**src/rtl/mem_arb_pkg.sv**
```systemverilog
// Shared types and width defaults for the instruction/data memory arbiter.
// Widths are also used by the memory array and the control unit.
package mem_arb_pkg;

  localparam int unsigned ADDR_W_DEF = 4;
  localparam int unsigned DATA_W_DEF = 20;

  typedef enum logic [1:0] {
    IDLE    = 2'd0,
    ACCESS  = 2'd1,
    CAPTURE = 2'd2
  } state_t;

  typedef enum logic {
    OWN_USR = 1'b0,
    OWN_CU  = 1'b1
  } owner_t;

endpackage

```
**src/rtl/arb_starve_ctr.sv**
```systemverilog
// Saturating starvation counter for the low-priority requester.
// Ports:
//   clk, reset    clock, asynchronous active-low reset
//   inc           low-priority requester was pending and lost this arbitration
//   clr           restart the count (low side won / idle / priority flipped)
//   force_low     registered flag: count has reached LIMIT
module arb_starve_ctr #(
  parameter int unsigned LIMIT = 4
) (
  input  logic clk,
  input  logic reset,
  input  logic inc,
  input  logic clr,
  output logic force_low
);

  localparam int unsigned CW = $clog2(LIMIT + 1);

  logic [CW-1:0] cnt;
  logic [CW-1:0] cnt_d;

  // clr and inc together restart the count at one, so a loss in the same
  // cycle as a priority flip is still counted under the new meaning.
  always_comb begin
    cnt_d = clr ? '0 : cnt;
    if (inc && (cnt_d != CW'(LIMIT))) begin
      cnt_d = cnt_d + CW'(1);
    end
  end

  always_ff @(posedge clk or negedge reset) begin
    if (!reset) begin
      cnt       <= '0;
      force_low <= 1'b0;
    end else begin
      cnt       <= cnt_d;
      force_low <= (cnt_d == CW'(LIMIT));
    end
  end

endmodule

```
**src/rtl/mem_arbiter.sv**
```systemverilog
// Two-requester arbiter (user loader port, control unit) in front of the
// single-port synchronous instruction/data memory.
// Ports:
//   clk, reset              clock, asynchronous active-low reset
//   op                      1: control unit has priority, 0: user has priority
//   usr_* / cu_*            req/we/addr/wdata in, gnt/rvalid/rdata out
//   mem_en/mem_we/mem_addr/mem_wdata   memory strobe and command
//   mem_rdata               memory read data, one cycle after the strobe
//   busy                    high whenever not IDLE
module mem_arbiter
  import mem_arb_pkg::*;
#(
  parameter int unsigned ADDR_W       = ADDR_W_DEF,
  parameter int unsigned DATA_W       = DATA_W_DEF,
  parameter int unsigned STARVE_LIMIT = 4
) (
  input  logic              clk,
  input  logic              reset,
  input  logic              op,
  input  logic              usr_req,
  input  logic              usr_we,
  input  logic [ADDR_W-1:0] usr_addr,
  input  logic [DATA_W-1:0] usr_wdata,
  output logic              usr_gnt,
  output logic              usr_rvalid,
  output logic [DATA_W-1:0] usr_rdata,
  input  logic              cu_req,
  input  logic              cu_we,
  input  logic [ADDR_W-1:0] cu_addr,
  input  logic [DATA_W-1:0] cu_wdata,
  output logic              cu_gnt,
  output logic              cu_rvalid,
  output logic [DATA_W-1:0] cu_rdata,
  output logic              mem_en,
  output logic              mem_we,
  output logic [ADDR_W-1:0] mem_addr,
  output logic [DATA_W-1:0] mem_wdata,
  input  logic [DATA_W-1:0] mem_rdata,
  output logic              busy
);

  state_t state_q, state_d;
  owner_t owner_q, owner_d;
  logic   we_q, we_d;
  logic   op_q;

  logic              mem_en_d, mem_we_d;
  logic [ADDR_W-1:0] mem_addr_d;
  logic [DATA_W-1:0] mem_wdata_d;
  logic              usr_gnt_d, cu_gnt_d, usr_rvalid_d, cu_rvalid_d;
  logic [DATA_W-1:0] usr_rdata_d, cu_rdata_d;
  logic              busy_d;

  logic op_chg, hi_req, lo_req, pick_low, win_cu;
  logic starve_inc, starve_clr, force_low;

  arb_starve_ctr #(
    .LIMIT (STARVE_LIMIT)
  ) u_starve (
    .clk       (clk),
    .reset     (reset),
    .inc       (starve_inc),
    .clr       (starve_clr),
    .force_low (force_low)
  );

  // Next-state, arbitration and registered-output values.
  always_comb begin
    state_d      = state_q;
    owner_d      = owner_q;
    we_d         = we_q;
    mem_en_d     = 1'b0;
    mem_we_d     = 1'b0;
    mem_addr_d   = mem_addr;
    mem_wdata_d  = mem_wdata;
    usr_gnt_d    = 1'b0;
    cu_gnt_d     = 1'b0;
    usr_rvalid_d = 1'b0;
    cu_rvalid_d  = 1'b0;
    usr_rdata_d  = usr_rdata;
    cu_rdata_d   = cu_rdata;
    starve_inc   = 1'b0;
    starve_clr   = 1'b0;

    // A flipped op invalidates the count, including the saturated flag.
    op_chg   = (op != op_q);
    hi_req   = op ? cu_req : usr_req;
    lo_req   = op ? usr_req : cu_req;
    pick_low = lo_req && (!hi_req || (force_low && !op_chg));
    win_cu   = op ^ pick_low;
    if (op_chg) begin
      starve_clr = 1'b1;
    end

    case (state_q)
      IDLE: begin
        if (usr_req || cu_req) begin
          state_d     = ACCESS;
          owner_d     = win_cu ? OWN_CU : OWN_USR;
          we_d        = win_cu ? cu_we : usr_we;
          mem_addr_d  = win_cu ? cu_addr : usr_addr;
          mem_wdata_d = win_cu ? cu_wdata : usr_wdata;
          mem_en_d    = 1'b1;
          mem_we_d    = we_d;
          usr_gnt_d   = !win_cu;
          cu_gnt_d    = win_cu;
        end
        if (lo_req && !pick_low) begin
          starve_inc = 1'b1;
        end else begin
          starve_clr = 1'b1;
        end
      end
      ACCESS: begin
        state_d = we_q ? IDLE : CAPTURE;
      end
      CAPTURE: begin
        state_d = IDLE;
        if (owner_q == OWN_CU) begin
          cu_rdata_d  = mem_rdata;
          cu_rvalid_d = 1'b1;
        end else begin
          usr_rdata_d  = mem_rdata;
          usr_rvalid_d = 1'b1;
        end
      end
      default: begin
        state_d = IDLE;
      end
    endcase

    busy_d = (state_d != IDLE);
  end

  // State and output registers.
  always_ff @(posedge clk or negedge reset) begin
    if (!reset) begin
      state_q    <= IDLE;
      owner_q    <= OWN_USR;
      we_q       <= 1'b0;
      op_q       <= 1'b0;
      mem_en     <= 1'b0;
      mem_we     <= 1'b0;
      mem_addr   <= '0;
      mem_wdata  <= '0;
      usr_gnt    <= 1'b0;
      cu_gnt     <= 1'b0;
      usr_rvalid <= 1'b0;
      cu_rvalid  <= 1'b0;
      usr_rdata  <= '0;
      cu_rdata   <= '0;
      busy       <= 1'b0;
    end else begin
      state_q    <= state_d;
      owner_q    <= owner_d;
      we_q       <= we_d;
      op_q       <= op;
      mem_en     <= mem_en_d;
      mem_we     <= mem_we_d;
      mem_addr   <= mem_addr_d;
      mem_wdata  <= mem_wdata_d;
      usr_gnt    <= usr_gnt_d;
      cu_gnt     <= cu_gnt_d;
      usr_rvalid <= usr_rvalid_d;
      cu_rvalid  <= cu_rvalid_d;
      usr_rdata  <= usr_rdata_d;
      cu_rdata   <= cu_rdata_d;
      busy       <= busy_d;
    end
  end

endmodule
```
**config.mk**
```make
export PLATFORM = sky130hd
export DESIGN_NAME = mem_arbiter
export DESIGN_NICKNAME = d
export VERILOG_FILES = /design/src/rtl/mem_arb_pkg.sv /design/src/rtl/arb_starve_ctr.sv /design/src/rtl/mem_arbiter.sv
export SDC_FILE = /design/constraint.sdc
export NUM_CORES = 1
export LEC_CHECK = 0
export ABC_AREA = 1
export ABC_CLOCK_PERIOD_IN_PS = 2500
export CAP_MARGIN = 30
export CORE_MARGIN = 10
export CORE_UTILIZATION = 45
export DETAILED_ROUTE_END_ITERATION = 8
export PLACE_DENSITY = 0.85
export SYNTH_ARGS = -nofsm -noshare
export SYNTH_HDL_FRONTEND = slang
export SYNTH_SLANG_ARGS = --single-unit
export TNS_END_PERCENT = 20
```
**constraint.sdc**
```tcl
create_clock -name clk -period 2.5 [get_ports clk]
set_input_delay 0.5 -clock clk [delete_from_list [all_inputs] [get_ports clk]]
set_output_delay 0.5 -clock clk [all_outputs]
set_load 0.05 [all_outputs]
```
==> results.md, run 1 <==
- Hold Fails Final Rpt: 0
- Die W: 105 um
- Synth Flop Type: dfrtp_1
- Critical path fanouts, max: 4
- Total core area: 7180 um^2
- Reg clk slew, reported paths: 0.08 ns
- Largest net degree at the start of global routing: 81
- Number of core rows: 31
- Initial antenna violation count: 0
- Placed cell count: 599
- Pins Over Slew Limit: 0
- Synth Area in XOR/XNOR: 0%
- CTS tree: yes
- Setup TNS Final: 0 ns
- Mapped Nets: 442
- Die H: 105 um
- Post-CTS setup buffers: 0
- Setup Viol. Count Final: 0
- Clk_lat worst skew: 0.34 ns
- Tightest Pin Transition: 0.566 ns
- RSZ-0062 raised after global routing: false
- Simple-Gate Fraction of Synth Area: 22.5%
- Commonest cells post-synth: nand2_1 (133), dfrtp_1 (80), o21ai_0 (41), inv_1 (39), nand3_1 (29)
- Via Count: 2,890
- Clock buffer depth: 2
- Multi-input logic area: 1010 um^2
- Critical path endpoint category: register
- PortBufs: 145
- Initial Util: 45.6%
- FF-to-FF path depth: 15
- Number of synthesized flops with an enable pin: 0
- # IOs: 146
- Hold Path Class: in2async
- Cell area after layout: 5080 um^2
- Final worst slack: 0.376 ns
- Area after DPL: 4830 um^2
- Register area: 2000 um^2
- Multiplexer share of the synthesized area: 0%
- Syn avg cell area: 8.96 um^2
- H-tree Lvls: 3
- Main area contributors after synthesis: dfrtp_1 (61%), nand2_1 (15%), o21ai_0 (6.3%)
- Final Skew: 0.00941 ns
- Via density: 4.69
- Grt ovf: 0
- Resized cells post-CTS: 0
- YS warnings: 0
- Yosys reg bits: 80
- Share of post-route cells with drive strength above 1: 7.16%
- Top-count cell post-synth: nand2_1
- Peak supply drop: 0.722 mV
- Leak Pwr: 2.44 nW
- Detailed-route DRC error count: 0
- GPL Wtd Cong: 0.761
- Crit share post-route: 84.9%
- CP required: 2.72 ns
- Cell count after synthesis: 365
- Drt pass-1 iters: 4
- DP Worst Slack: 0.00940 ns
- Final-stage net count: 589
- Global-route wire length before repair: 15.0 mm
- Fill cells: 554
- Hold-fix buffers, CTS: 0
- Period minus WS final: 2.12 ns
- Tot GR Track Use: 16.4%
- Final HPWL DP: 7.02 mm
- Status: finished, final reports clean
- Max-cap check violation count: 0
- Post-synthesis sequential area ratio: 61.2%
- Die ar.: 11,100 um^2
- Compound-gate portion of the synthesized area: 7.77%
- WL/cell: 14.8 um
- Synth unique cells: 23
- Antenna Nets Post-Route: 0
- Critical path class: in2reg
- Syn Std Cell Area: 3270 um^2
- Pwr Density: 1520 nW/um^2
- Top-area cell type share of the netlist area: 61.2%
- Pwr Total: 7.72 mW
- Area grow syn2layout: 55.3%
- Critical Path Start Type: input pin
- Critical R2R Launch: op_q
- Leading area contributor after synthesis: dfrtp_1
- Fin cells: 616
- Main combinational cell family by area after synthesis: simple AND/OR/NAND/NOR gates
- Antenna cells: 0
- Total Wirelength: 9.11 mm
- Clock Tree Root: clkbuf_8
- Worst path arrival time: 2.34 ns
- Synth Area in Adders: 0.765%
- Rel. slew slack: 62.2%
- Clock Sinks: 80
- Inserted Clock Buffers: 9
- CP startpoint: op
- F_max: 471 MHz
- Post-synth ARST share: 100%
- Vias in the first global route: 3,064
- Number of DRC markers in iteration 0: 97
worst max-delay path, stage by stage:
cell and delay [ns]:
clkdlybuf4s50_1 0.45, inv_2 0.09, nand2_1 0.07, nand2_2 0.08, nand3_1 0.07, nand2_1 0.11
nand2_1 0.10, nor2_2 0.13, inv_1 0.08, ha_1 0.19, nand4_1 0.14, nand2_1 0.10
nand2_1 0.08, nand2_1 0.06, nand2_1 0.07, nor2_1 0.04
state kept, by name (all words and copies together), names as in the netlist:
| register | cells |
|---|---|
| usr_rdata | 20 |
| usr_gnt | 1 |
| mem_wdata | 20 |
| state_q | 2 |
| we_q | 1 |
| u_starve.force_low | 1 |
| usr_rvalid | 1 |
| mem_we | 1 |
| owner_q | 1 |
| op_q | 1 |
| cu_gnt | 1 |
| cu_rvalid | 1 |
| mem_en | 1 |
| mem_addr | 4 |
| u_starve.cnt | 3 |
| cu_rdata | 20 |
| busy | 1 |
where the power goes:
group          switching (mW)  internal (mW)
Sequential              0.316           1.90
Clock                   0.472          0.568
Combinational            3.02           1.44
final cells by class:
type | instances | area share, %
Clock inverter | 6 | 1.82
Inverter | 45 | 3.38
Clock buffer | 10 | 2.51
Tap cell | 99 | 2.44
Multi-Input combinational cell | 226 | 20.0
Sequential cell | 80 | 39.4
Timing Repair Buffer | 150 | 30.5
layout by cell type (no fill, tap or decap), drive strengths merged:
cell type,instances
or2,1
clkinvlp,2
a21oi,5
dfrtp,80
nand2,137
clkdlybuf4s50,144
nand3b,1
nor2,4
o21ai,42
inv,46
nand3,29
clkinv,1
clkbuf,10
bufinv,2
nand4,2
buf,6
ha,2
nor3,3
final timing paths:
path / slack (ns) / to
max in group asynchronous: 1.85 / cu_rdata[14]
min in group clk: 0.45 / usr_rvalid
setup / recovery: 0.38 / u_starve.force_low
hold / removal: 0.08 / cu_rdata[1]
setup reg to reg: 0.64 / u_starve.force_low
hold reg to reg: 0.45 / usr_rvalid
logic make-up (layout without fill, tap and decap cells):
family / Yosys count / after routing
AND/OR/NAND/NOR: 177 / 177
flip-flops: 80 / 80
buffers and inverters: 59 / 211
AO/OA/AOI/OAI: 47 / 47
adder cells (fa/ha/maj): 2 / 2
stage by stage:
step	hold slack, ns	utilization (%)
floorplan	0.204	-
global placement	0.430	66.6
detailed placement	0.434	67.3
CTS	0.360	70.4
global route	0.0737	70.8
finish	0.0754	70.8
layer usage:
metal	up-vias	GRT usage [%]	share of wire [%]
li1	1429	-	-
met1	1348	17.7	38
met2	107	28.3	51
met3	6	7.19	11
met4	0	5.00	0.66
met5	-	0	0
(Power assumes the default switching activity.)
==> inputs of run 2 (changes only) <==
--- a/config.mk
+++ b/config.mk
@@ -6,12 +6,12 @@
 export NUM_CORES = 1
 export LEC_CHECK = 0
 export ABC_AREA = 1
-export ABC_CLOCK_PERIOD_IN_PS = 2500
+export ABC_CLOCK_PERIOD_IN_PS = 1800
 export CAP_MARGIN = 30
 export CORE_MARGIN = 10
-export CORE_UTILIZATION = 45
+export CORE_UTILIZATION = 38
 export DETAILED_ROUTE_END_ITERATION = 8
-export PLACE_DENSITY = 0.85
+export PLACE_DENSITY = 0.77
 export SYNTH_ARGS = -nofsm -noshare
 export SYNTH_HDL_FRONTEND = slang
 export SYNTH_SLANG_ARGS = --single-unit
==> constraint.sdc (replaced) <==
create_clock -name clk -period 1.8 [get_ports clk]
set_input_delay 0.36 -clock clk [delete_from_list [all_inputs] [get_ports clk]]
set_output_delay 0.36 -clock clk [all_outputs]
set_load 0.05 [all_outputs]
==> run 2 against run 1 <==
Register-to-register slack worse by 0.55 ns. Utilization is 8.7 points lower. Combinational power grew 38%. Non-clock buffer count increased by 18. Largest power group unchanged. Die area grew 15%. Total power rose by 44%. Critical path depth is 1 lower. Sequential power increased by 40%. First-iteration DRC count rose by 46%.
==> results.md, run 2 (synthesized netlist as in run 1, its figures left out) <==
- Register area: 2000 um^2 (unchanged)
- Number of DRC markers in iteration 0: 142 (+46%)
- Top cell by count, worst path: nand2_1
- Global-route wire length before repair: 15.7 mm (+4.6%)
- Buffers and inverters on the worst path: 3 (unchanged)
- Slowest cell delay on critical path: 0.47 ns (+0.02 ns)
- H-tree Lvls: 3 (unchanged)
- Critical Path Start Type: input pin
- Final-stage net count: 607 (+3.1%)
- Rel. slew slack: 78.4% (+16 points)
- Final Skew: 0.0111 ns (+0.00165 ns)
- Critical path fanouts, max: 3 (-1)
- Tot GR Track Use: 14.9% (-1.5 points)
- F_max: 571 MHz
- Placed cell count: 616 (+2.8%)
- Int Power: 5.72 mW (+47%)
- CP required: 2.03 ns (-0.69 ns)
- Kind of cell adding the most delay to the critical path: simple AND/OR/NAND/NOR gates
- Hold Fails Final Rpt: 0 (unchanged)
- Antenna Nets Post-Route: 0 (unchanged)
- Tightest Pin Transition: 0.325 ns (-0.242 ns)
- Critical path endpoint category: register
- Hold Slack: 0.324 ns (+0.248 ns)
- Initial antenna violation count: 0 (unchanged)
- Antenna cells: 0 (unchanged)
- CTS tree: yes
- Inserted Clock Buffers: 9 (unchanged)
- # IOs: 146 (unchanged)
- Largest regs: cu_rdata x20, mem_wdata x20, usr_rdata x20
- Pwr Density: 2160 nW/um^2 (+42%)
- Multi-input logic area: 1080 um^2 (+6.0%)
- Reg clk slew, reported paths: 0.09 ns (about the same)
- Die ar.: 12,700 um^2 (+15%)
- Via density: 4.60 (-2.0%)
- Fill cells: 692 (+25%)
- Detailed-route DRC error count: 0 (unchanged)
- Clock Sinks: 80 (unchanged)
- Worst path arrival time: 1.99 ns (-0.35 ns)
- Worst path slowest cell: clkdlybuf4s50_1
- Period minus WS final: 1.75 ns
- Clock share of power: 16.9% (+3.4 points)
- Clock Tree Root: clkbuf_8
- Crit-path cells: clkdlybuf4s50_1 > nand2_1 > inv_2 > nand3_2 > nand2_2 > nand2_4 > nor2_4 > inv_2 > ha_4 > nand4_1 > nand2_2 > nand2_1 > nand2_1 > nand2_1 > nor2_1
- Sw frac: 48.6% (-0.77 points)
- RSZ-0062 raised after global routing: true
- Pins Over Slew Limit: 0 (unchanged)
- Drt pass-1 iters: 4 (unchanged)
- Share of post-route cells with drive strength above 1: 26.2% (+19 points)
- Status: finished, final reports clean
- Area after DPL: 4740 um^2 (-1.9%)
- PortBufs: 145 (unchanged)
- Max-cap check violation count: 0 (unchanged)
- Commonest non-fill, non-tap cell in the layout: nand2_1
- Grt ovf: 0 (unchanged)
- Total Wirelength: 9.46 mm (+3.9%)
- Clock buffer depth: 2 (unchanged)
- Crit share post-route: 97.4%
- Setup Viol. Count Final: 0 (unchanged)
- Critical path class: in2reg
- Psw: 5.42 mW (+42%)
- Fin cells: 640 (+3.9%)
- Number of core rows: 33 (+6.5%)
- Vias in the first global route: 3,247 (+6.0%)
- Via Count: 2,943 (+1.8%)
- Clk_lat worst skew: 0.34 ns (about the same)
- Setup TNS Final: 0 ns (unchanged)
- Sequential Power Share: 27.8% (-0.9 points)
- Die W: 113 um (+7.1%)
- Commonest non-fill, non-tap cells in the layout: nand2_1 (127), buf_4 (91), dfrtp_1 (80), clkdlybuf4s50_1 (71), o21ai_0 (41)
- Peak supply drop: 0.911 mV (+26%)
- Hold Path Class: in2reg
- Cell area after layout: 5150 um^2 (+1.5%)
- Die H: 113 um (+7.1%)
- Final Util: 62.1% (-8.7 points)
- WL/cell: 14.8 um (about the same)
- Initial Util: 39.4% (-6.2 points)
- GPL Wtd Cong: 0.765 (+0.53%)
- Leak Pwr: 2.64 nW (+8.1%)
- Final HPWL DP: 7.28 mm (+3.7%)
- Area grow syn2layout: 57.6%
- Largest net degree at the start of global routing: 37 (-54%)
- Gate power share: 55.3% (-2.5 points)
- Total core area: 8300 um^2 (+16%)
-- run 2: cell types whose count changed in the layout (fill, tap and decap cells not counted), sizes merged, moves of 2 or more --
cell | before | now
buf | 6 | 94
clkdlybuf4s50 | 144 | 71
bufinv | 2 | 5
dlygate4sd2 | 0 | 2
-- run 2: final cells by class --
type,count,area share [%]
clock inverter,7,3.23
tap,105,2.55
multi-input combinational,226,20.9
sequential,80,38.8
inverter,45,3.37
timing repair buffer,168,28.7
clock buffer,9,2.40
-- run 2: through the flow --
stage | worst slack (ns) | total power, mW
2_1_floorplan | 0.144 | 7.09
3_3_place_gp | -0.356 | 9.08
3_5_place_dp | -0.539 | 9.21
4_1_cts | 0.0104 | 11.2
5_1_grt | -0.0441 | 11.8
6_report | 0.0475 | 11.1
-- run 2: power by group through the flow --
| stage | combinational, mW | clock [mW] | sequential, mW |
|---|---|---|---|
| after global routing | 6.60 | 2.00 | 3.21 |
| after global placement | 5.99 | 0 | 3.09 |
| final | 6.16 | 1.88 | 3.10 |
| after floorplan | 1.33 | 0 | 5.76 |
| after CTS | 6.15 | 1.92 | 3.10 |
| after detailed placement | 6.09 | 0 | 3.12 |
-- run 2: what timing repair did --
action / 4_1_cts / 5_1_grt
gates resized for setup: 5 / 16
buffers inserted: 7 / 0
pin swaps: 7 / 12
endpoints found under the hold margin: 20 / 0
hold buffers: 1 / 0
endpoints found under the setup margin: 4 / 5
-- run 2: worst reg2reg max path: cells and delay by family, from the launching register on --
| family | cells | cell delay (ns) |
|---|---|---|
| simple gates | 12 | 0.94 |
| buf+inv | 2 | 0.13 |
| flops | 1 | 0.39 |
| fa+ha+maj | 1 | 0.15 |
-- run 2: metal layers --
| layer | vias up | routed length (um) | share of wire, % | GRT usage (%) |
|---|---|---|---|---|
| met4 | 0 | 181 | 1.9 | 5.84 |
| met5 | - | 0 | 0 | 0 |
| met1 | 1342 | 3880 | 41 | 17.2 |
| li1 | 1465 | - | - | - |
| met2 | 122 | 4480 | 47 | 24.2 |
| met3 | 14 | 922 | 9.7 | 5.92 |
-- run 2: worst paths after layout --
| path | start | end | slack, ns | cells past startpoint |
|---|---|---|---|---|
| worst max register to register | op_q | u_starve.force_low | 0.09 | 15 |
| worst min-delay path | op | op_q | 0.32 | 1 |
| worst max-delay path | usr_req | u_starve.force_low | 0.05 | 15 |
| max in group asynchronous | reset | cu_rdata[14] | 0.72 | 3 |
| min in group asynchronous | reset | u_starve.force_low | 0.45 | 2 |
| worst min register to register | owner_q | usr_rvalid | 0.45 | 1 |
